<file path="src/rtl/dmem_pkg.sv">
// -----------------------------------------------------------------------------
// dmem_pkg
// Shared definitions for the data-memory responder:
//   state_t     - responder FSM states (IDLE, BUSY, RESP)
//   DW          - data/address width (64)
//   ADDR_LSB    - byte-offset bits below the doubleword index (3)
//   access_err  - alignment + range check for a byte address
// Optional feature macro: DMEM_STRB_EN (byte strobes, see dmem_if / dmem_array).
// -----------------------------------------------------------------------------
package dmem_pkg;

  localparam int DW       = 64;
  localparam int ADDR_LSB = 3;

  typedef enum logic [1:0] {
    IDLE = 2'd0,
    BUSY = 2'd1,
    RESP = 2'd2
  } state_t;

  // An access is rejected when it is not doubleword aligned or when its
  // doubleword index falls outside the storage.
  function automatic logic access_err(input logic [DW-1:0] addr,
                                      input int unsigned  depth);
    logic [DW-1:0] idx;
    idx = addr >> ADDR_LSB;
    return (addr[ADDR_LSB-1:0] != '0) || (idx >= 64'(depth));
  endfunction

endpackage

</file>
<file path="src/rtl/dmem_if.sv">
// -----------------------------------------------------------------------------
// dmem_if
// MEM-stage load/store bus between the core (master) and dmem_responder
// (slave).
//   req_valid/req_ready  request handshake
//   req_write            1 = store, 0 = load
//   req_addr             byte address (8-byte aligned)
//   req_wdata            store data
//   req_strb             byte enables (only with DMEM_STRB_EN defined)
//   rsp_valid/rsp_ready  response handshake
//   rsp_rdata            load data (0 for stores and errors)
//   rsp_err              misaligned or out-of-range access
// -----------------------------------------------------------------------------
interface dmem_if;
  import dmem_pkg::*;

  logic          req_valid;
  logic          req_ready;
  logic          req_write;
  logic [DW-1:0] req_addr;
  logic [DW-1:0] req_wdata;
`ifdef DMEM_STRB_EN
  logic [7:0]    req_strb;
`endif
  logic          rsp_valid;
  logic          rsp_ready;
  logic [DW-1:0] rsp_rdata;
  logic          rsp_err;

  modport master (
`ifdef DMEM_STRB_EN
    output req_strb,
`endif
    output req_valid, req_write, req_addr, req_wdata, rsp_ready,
    input  req_ready, rsp_valid, rsp_rdata, rsp_err
  );

  modport slave (
`ifdef DMEM_STRB_EN
    input  req_strb,
`endif
    input  req_valid, req_write, req_addr, req_wdata, rsp_ready,
    output req_ready, rsp_valid, rsp_rdata, rsp_err
  );

endinterface

</file>
<file path="src/rtl/dmem_array.sv">
// -----------------------------------------------------------------------------
// dmem_array
// DEPTH x 64-bit storage with synchronous active-low clear, one byte-masked
// write port, one asynchronous read port and live taps on words 0..4.
//   i_clk, i_reset      clock, synchronous active-low clear of all words
//   i_we, i_widx        write enable and word index
//   i_wdata, i_wstrb    write data and byte enables (all ones for full writes)
//   i_ridx, o_rdata     async read port (reads 0 for an index past DEPTH)
//   o_index0..o_index4  current contents of words 0..4
// -----------------------------------------------------------------------------
module dmem_array
  import dmem_pkg::*;
#(
  parameter int DEPTH = 32,
  parameter int AW    = 5
) (
  input  logic          i_clk,
  input  logic          i_reset,
  input  logic          i_we,
  input  logic [AW-1:0] i_widx,
  input  logic [DW-1:0] i_wdata,
  input  logic [7:0]    i_wstrb,
  input  logic [AW-1:0] i_ridx,
  output logic [DW-1:0] o_rdata,
  output logic [DW-1:0] o_index0,
  output logic [DW-1:0] o_index1,
  output logic [DW-1:0] o_index2,
  output logic [DW-1:0] o_index3,
  output logic [DW-1:0] o_index4
);

  localparam logic [AW:0] DEPTH_V = (AW+1)'(DEPTH);

  logic [DW-1:0] r_mem [DEPTH];
  logic          w_wr_ok;
  logic          w_rd_ok;

  // Non-power-of-two depths leave index codes with no word behind them.
  assign w_wr_ok = ({1'b0, i_widx} < DEPTH_V);
  assign w_rd_ok = ({1'b0, i_ridx} < DEPTH_V);

  always_ff @(posedge i_clk) begin
    if (!i_reset) begin
      for (int i = 0; i < DEPTH; i++) r_mem[i] <= '0;
    end else if (i_we && w_wr_ok) begin
      for (int b = 0; b < 8; b++) begin
        if (i_wstrb[b]) r_mem[i_widx][8*b +: 8] <= i_wdata[8*b +: 8];
      end
    end
  end

  assign o_rdata  = w_rd_ok ? r_mem[i_ridx] : '0;
  assign o_index0 = r_mem[0];
  assign o_index1 = r_mem[1];
  assign o_index2 = r_mem[2];
  assign o_index3 = r_mem[3];
  assign o_index4 = r_mem[4];

endmodule

</file>
<file path="src/rtl/dmem_responder.sv">
// -----------------------------------------------------------------------------
// dmem_responder
// Target end of the MEM-stage load/store bus. Accepts one doubleword request,
// holds it for LATENCY cycles, performs the access and returns a response.
//   i_clk               single clock, rising edge
//   i_reset             synchronous, active-low (0 = reset)
//   io_bus              dmem_if slave modport (request + response handshakes)
//   o_index0..o_index4  live contents of doublewords 0..4
// Parameters: DEPTH (5..1024 words), LATENCY (1..15 cycles).
// Optional feature macro: DMEM_STRB_EN enables req_strb byte-masked stores;
// without it every store writes all 8 bytes.
// -----------------------------------------------------------------------------
module dmem_responder
  import dmem_pkg::*;
#(
  parameter int DEPTH   = 32,
  parameter int LATENCY = 2
) (
  input  logic          i_clk,
  input  logic          i_reset,
  dmem_if.slave         io_bus,
  output logic [DW-1:0] o_index0,
  output logic [DW-1:0] o_index1,
  output logic [DW-1:0] o_index2,
  output logic [DW-1:0] o_index3,
  output logic [DW-1:0] o_index4
);

  localparam int          AW       = (DEPTH > 1) ? $clog2(DEPTH) : 1;
  localparam logic [3:0]  CNT_INIT = (LATENCY > 1) ? 4'(LATENCY - 2) : 4'd0;

  state_t        r_state;
  state_t        w_next;
  logic [3:0]    r_cnt;
  logic          r_write;
  logic [DW-1:0] r_addr;
  logic [DW-1:0] r_wdata;
  logic [7:0]    r_strb;
  logic [DW-1:0] r_rdata;
  logic          r_err;

  logic          w_accept;
  logic          w_enter_resp;
  logic          w_in_strb_sel;
  logic [7:0]    w_in_strb;
  logic          w_t_write;
  logic [DW-1:0] w_t_addr;
  logic [DW-1:0] w_t_wdata;
  logic [7:0]    w_t_strb;
  logic          w_err;
  logic [AW-1:0] w_idx;
  logic          w_we;
  logic [DW-1:0] w_rd_data;

  always_comb begin
`ifdef DMEM_STRB_EN
    w_in_strb = io_bus.req_strb;
`else
    w_in_strb = 8'hFF;
`endif
  end

  assign w_accept      = io_bus.req_valid && (r_state == IDLE);
  assign w_enter_resp  = (r_state != RESP) && (w_next == RESP);
  assign w_in_strb_sel = (r_state == IDLE);

  // With LATENCY==1 the access happens on the accept edge itself, before the
  // request latch is loaded, so the live bus fields are used in IDLE.
  always_comb begin
    w_t_write = r_write;
    w_t_addr  = r_addr;
    w_t_wdata = r_wdata;
    w_t_strb  = r_strb;
    if (w_in_strb_sel) begin
      w_t_write = io_bus.req_write;
      w_t_addr  = io_bus.req_addr;
      w_t_wdata = io_bus.req_wdata;
      w_t_strb  = w_in_strb;
    end
  end

  assign w_err = access_err(w_t_addr, DEPTH);
  assign w_idx = w_t_addr[AW+ADDR_LSB-1:ADDR_LSB];
  assign w_we  = w_enter_resp && w_t_write && !w_err;

  // State register
  always_ff @(posedge i_clk) begin
    if (!i_reset) r_state <= IDLE;
    else          r_state <= w_next;
  end

  // Next-state logic
  always_comb begin
    w_next = r_state;
    case (r_state)
      IDLE:    if (io_bus.req_valid) w_next = (LATENCY == 1) ? RESP : BUSY;
      BUSY:    if (r_cnt == 4'd0)    w_next = RESP;
      RESP:    if (io_bus.rsp_ready) w_next = IDLE;
      default: w_next = IDLE;
    endcase
  end

  // Outputs are pure decodes of registered state
  always_comb begin
    io_bus.req_ready = (r_state == IDLE);
    io_bus.rsp_valid = (r_state == RESP);
    io_bus.rsp_rdata = r_rdata;
    io_bus.rsp_err   = r_err;
  end

  always_ff @(posedge i_clk) begin
    if (!i_reset)                          r_cnt <= 4'd0;
    else if (w_accept)                     r_cnt <= CNT_INIT;
    else if (r_state == BUSY && r_cnt != 0) r_cnt <= r_cnt - 4'd1;
  end

  // Request latch: bus changes after the accept edge cannot reach the access.
  always_ff @(posedge i_clk) begin
    if (w_accept) begin
      r_write <= io_bus.req_write;
      r_addr  <= io_bus.req_addr;
      r_wdata <= io_bus.req_wdata;
      r_strb  <= w_in_strb;
    end
  end

  always_ff @(posedge i_clk) begin
    if (!i_reset) begin
      r_rdata <= '0;
      r_err   <= 1'b0;
    end else if (w_enter_resp) begin
      r_rdata <= (!w_t_write && !w_err) ? w_rd_data : '0;
      r_err   <= w_err;
    end else if (r_state == RESP && io_bus.rsp_ready) begin
      r_rdata <= '0;
      r_err   <= 1'b0;
    end
  end

  dmem_array #(
    .DEPTH (DEPTH),
    .AW    (AW)
  ) u_array (
    .i_clk    (i_clk),
    .i_reset  (i_reset),
    .i_we     (w_we),
    .i_widx   (w_idx),
    .i_wdata  (w_t_wdata),
    .i_wstrb  (w_t_strb),
    .i_ridx   (w_idx),
    .o_rdata  (w_rd_data),
    .o_index0 (o_index0),
    .o_index1 (o_index1),
    .o_index2 (o_index2),
    .o_index3 (o_index3),
    .o_index4 (o_index4)
  );

endmodule

</file>
<file path="src/flat_wrapper.sv">
// flat-port wrapper written by rule: the top's interface ports become plain ports
module dmem_responder_flat import dmem_pkg::*;
#(
  parameter int DEPTH   = 32,
  parameter int LATENCY = 2
)
  (i_clk, i_reset, o_index0, o_index1, o_index2, o_index3, o_index4, io_bus_req_valid, io_bus_req_write, io_bus_req_addr, io_bus_req_wdata, io_bus_rsp_ready, io_bus_req_ready, io_bus_rsp_valid, io_bus_rsp_rdata, io_bus_rsp_err);
  dmem_if io_bus_i ();
  input  logic i_clk;
  input  logic i_reset;
  output logic [DW-1:0] o_index0;
  output logic [DW-1:0] o_index1;
  output logic [DW-1:0] o_index2;
  output logic [DW-1:0] o_index3;
  output logic [DW-1:0] o_index4;
  input wire logic [$bits(io_bus_i.req_valid)-1:0] io_bus_req_valid;
  input wire logic [$bits(io_bus_i.req_write)-1:0] io_bus_req_write;
  input wire logic [$bits(io_bus_i.req_addr)-1:0] io_bus_req_addr;
  input wire logic [$bits(io_bus_i.req_wdata)-1:0] io_bus_req_wdata;
  input wire logic [$bits(io_bus_i.rsp_ready)-1:0] io_bus_rsp_ready;
  output wire logic [$bits(io_bus_i.req_ready)-1:0] io_bus_req_ready;
  output wire logic [$bits(io_bus_i.rsp_valid)-1:0] io_bus_rsp_valid;
  output wire logic [$bits(io_bus_i.rsp_rdata)-1:0] io_bus_rsp_rdata;
  output wire logic [$bits(io_bus_i.rsp_err)-1:0] io_bus_rsp_err;
  assign io_bus_i.req_valid = io_bus_req_valid;
  assign io_bus_i.req_write = io_bus_req_write;
  assign io_bus_i.req_addr = io_bus_req_addr;
  assign io_bus_i.req_wdata = io_bus_req_wdata;
  assign io_bus_i.rsp_ready = io_bus_rsp_ready;
  assign io_bus_req_ready = io_bus_i.req_ready;
  assign io_bus_rsp_valid = io_bus_i.rsp_valid;
  assign io_bus_rsp_rdata = io_bus_i.rsp_rdata;
  assign io_bus_rsp_err = io_bus_i.rsp_err;
  dmem_responder #(.DEPTH(DEPTH), .LATENCY(LATENCY)) u_core (.i_clk(i_clk), .i_reset(i_reset), .io_bus(io_bus_i), .o_index0(o_index0), .o_index1(o_index1), .o_index2(o_index2), .o_index3(o_index3), .o_index4(o_index4));
endmodule
</file>
<file path="config.mk">
export PLATFORM = sky130hd
export DESIGN_NAME = dmem_responder_flat
export DESIGN_NICKNAME = d
export VERILOG_FILES = /design/src/rtl/dmem_pkg.sv /design/src/rtl/dmem_if.sv /design/src/rtl/dmem_array.sv /design/src/rtl/dmem_responder.sv /design/src/flat_wrapper.sv
export SDC_FILE = /design/constraint.sdc
export NUM_CORES = 2
export LEC_CHECK = 0
export CAP_MARGIN = 5
export CORE_MARGIN = 3
export CORE_UTILIZATION = 60
export DETAILED_ROUTE_END_ITERATION = 12
export PLACE_DENSITY = 0.83
export RECOVER_POWER = 50
export SKIP_CTS_REPAIR_TIMING = 1
export SYNTH_ARGS = -nofsm -noshare
export SYNTH_HDL_FRONTEND = slang
export SYNTH_HIERARCHICAL = 1
export SYNTH_SLANG_ARGS = --single-unit
</file>
<file path="constraint.sdc">
create_clock -name i_clk -period 5.7 [get_ports i_clk]
set_input_delay 1.14 -clock i_clk [delete_from_list [all_inputs] [get_ports i_clk]]
set_output_delay 1.14 -clock i_clk [all_outputs]
set_load 0.005 [all_outputs]
</file>
==> flow_summary.toml <==
[flow_run]
max-cap-violations = 6

[global_route]
overflow = 0
grt_max_degree = 90
grt_pass1_vias = 63700
grt_pass1_wl_um = 449000
grt.total_usage_pct = 36.2
antenna_found_initial = 33

[synth]
synth_common_cells = "edfxtp_1, and2_1, mux4_2"
yosysUniqueCellTypes = 59
synth_top_flop_cell = "edfxtp_1"
synth.most_common_cell = "edfxtp_1"
syn_avg_cell_area_um2 = 15.3
synth-compound-area-share_pct = 3.74
synth-adder-area-share_pct = 0.0125
synth.mux.area_fraction_pct = 12.2
synth_top_family_by_area = "simple AND/OR/NAND/NOR gates"
async_flop_share_pct = 0
synth_top_area_share_pct = 65.1
synthTopCellsByArea = "edfxtp_1, and2_1, mux4_2"
synthSimpleGateAreaFrac_pct = 15.1
synth_top_cell_by_area = "edfxtp_1"
synth_edf_count = 2177
seq_area_frac_synth_pct = 66.5
ys_ff_latch = 2248
yosys_warnings = 6
syn_area_mm2 = 0.100
syn_inst = 6572
synth-xor-area-share_pct = 0.0262

[cts]
clk_pin_slew_ns = 0.06
clock_latency_ns = 0.88
cts_tree = "yes"
cts_root_buf = "clkbuf_16"
cts_inserted_buffers = 214
cts.sinks = 2248
ctsLongestPathBuffers = 3
htreeDepth = 4

[sta]
fmax_mhz = 185
finalCriticalPeriod_ns = 5.40
whs_ns = 0.477
timing.final.crit_share_pct = 94.8
finalHoldViolCount = 0
worst_slack_ns = 0.298
tightestPinTransition_ns = 2.13
rsz0062_at_grt = "false"
finClkSkew_ns = 0.0361
relSlewSlack_pct = -42.0
tns_ns = 0
finalSetupViolations = 0
slew_violations = 140

[route]
drt-total-wl_um = 313000
drc = 0
dr.first_iter.drc_count = 9713
antenna_left = 0
first_pass_iters = 6
wire_per_inst_um = 32.6
vias = 64400
avgViaCountPerCell = 6.70

[worst_setup_path]
crit_type = "reg -> reg"
crit_end = "u_core/io_bus.rsp_rdata[19]"
endpoint_kind = "register"
startpoint_type = "register"
reg2regPathDepth = 9
r2r_slack_ns = 0.30
cp_max_fo = 24
r2r-start = "u_core/r_state[0]"
timing.rr.end = "u_core/io_bus.rsp_rdata[19]"
worst-endpoint-arrival_ns = 6.19
crit_start = "u_core/r_state[0]"
cp.required_ns = 6.49

[die]
initial_core_util_pct = 60.6
rows = 149
die-area_mm2 = 0.172
die_y_um = 415
die_width_um = 415
io_pins = 520
core_mm2 = 0.166

[pwr]
seqPwrFrac_pct = 50.7
p_int_w = 0.0286
pwr-share-clk_pct = 37.7
peakVddDrop_uv = 280
leakage_nw = 39.6
pwr-share-comb_pct = 11.6
p_sw_w = 0.00951
swShare_pct = 25.0
power_density_mw_per_mm2 = 328

[place]
dp_hpwl_um = 207000
gp_congestion = 0.967
post_dp_cell_area_mm2 = 0.110
place_inst = 9202
post-place-ws_ns = 0.726
portBuffers = 519

[min_path]
min_path_type = "reg -> reg"
hp-start = "u_core/io_bus.rsp_rdata[35]"

[layout]
final_nets = 7363
syn2layout_area_growth_pct = 15.6
instances_no_fill = 9614
stdcell_area_mm2 = 0.116
n_fill_cell = 10000
drive_gt1_share_pct = 16.0

[run_status]
violations = "capacitance limit, slew limit"
status = "complete, but fails checks"
-- cell families after synthesis --
kind of cell             after synthesis
AO/OA/AOI/OAI                        611
other                                  1
flip-flops                          2248
AND/OR/NAND/NOR                     2565
adder cells (fa/ha/maj)                1
multiplexers                         639
buffers and inverters                504
XOR/XNOR                               3
-- routing by layer --
metal	global-route usage [%]	part of all wire [%]	routed length, um	vias to the layer above
met2	53.7	45	140000	5563
met1	46.1	32	102000	31800
li1	-	-	-	25900
met5	0	0.079	247	-
met3	12.2	15	46600	1153
met4	22.8	7.8	24600	36
-- power groups by stage --
stage,Sequential (W),Combinational (W),Clock [W]
detailed placement,0.0196,0.00433,0
global route,0.0194,0.00448,0.0151
global placement,0.0196,0.00425,0
floorplan,0.0194,0.00245,0
finish,0.0193,0.00441,0.0144
CTS,0.0193,0.00437,0.0144
-- layout by cell type, fill, tap and decap left out, drive strengths merged, types with 4 or more instances in the layout --
cell,instances
nor4,78
buf,294
a211oi,5
mux2i,104
and2,2056
mux2,72
bufinv,21
nor3b,4
nor2,280
nor3,5
a22o,64
o21ai,259
a221oi,5
o22ai,207
o211ai,5
clkbuf,392
dlygate4sd3,515
clkinv,84
mux4,463
diode,10
conb,8
a22oi,45
edfxtp,2177
nor2b,13
inv,19
nand3,19
nand2b,8
a21oi,9
nand2,65
clkinvlp,12
nand4,20
dfxtp,71
-- sequential cells by signal, indices dropped and copies added, names as in the netlist --
signal	cells
u_core/io_bus.rsp_err	1
u_core/io_bus.rsp_rdata	64
u_core/r_addr	64
u_core/r_cnt	4
u_core/r_state	2
u_core/r_wdata	64
u_core/r_write	1
u_core/u_array/r_mem	2048
-- area by class of cell --
class	instances	area, um^2	area share [%]
flip-flops and latches	2248	66800	57.5
multi-input cells	3827	31400	27.1
well taps	2189	2740	2.36
clock inverters	132	1340	1.15
diodes	10	25.0	0.0216
clock buffers	270	5710	4.92
repair buffers	934	8070	6.95
inverters	4	17.5	0.0151
-- through the flow --
stage / util (%) / power [W]
after floorplan: - / 0.0219
after global placement: 66.1 / 0.0238
after detailed placement: 66.1 / 0.0240
after CTS: 70.3 / 0.0381
after global routing: 70.0 / 0.0389
final: 70.0 / 0.0381
-- critical path: stages, from the launching register on --
cell,delay (ns)
dfxtp_1,0.35
or2_0,0.62
inv_4,0.16
mux2_2,0.72
nand2b_1,0.24
or2_1,1.58
clkbuf_1,0.39
o22ai_1,0.16
nor4_1,0.79
a22o_1,0.24
-- worst min-delay path by stage --
stage,end,slack [ns],cells past startpoint
CTS,u_core/io_bus.rsp_rdata[35],0.49,1
detailed placement,u_core/io_bus.rsp_rdata[34],0.47,1
finish,u_core/io_bus.rsp_rdata[35],0.48,1
global placement,u_core/io_bus.rsp_rdata[39],0.46,1
global route,u_core/io_bus.rsp_rdata[35],0.49,1
floorplan,u_core/io_bus.rsp_rdata[10],0.47,1
Note: power is estimated with default switching activity, not from simulation.
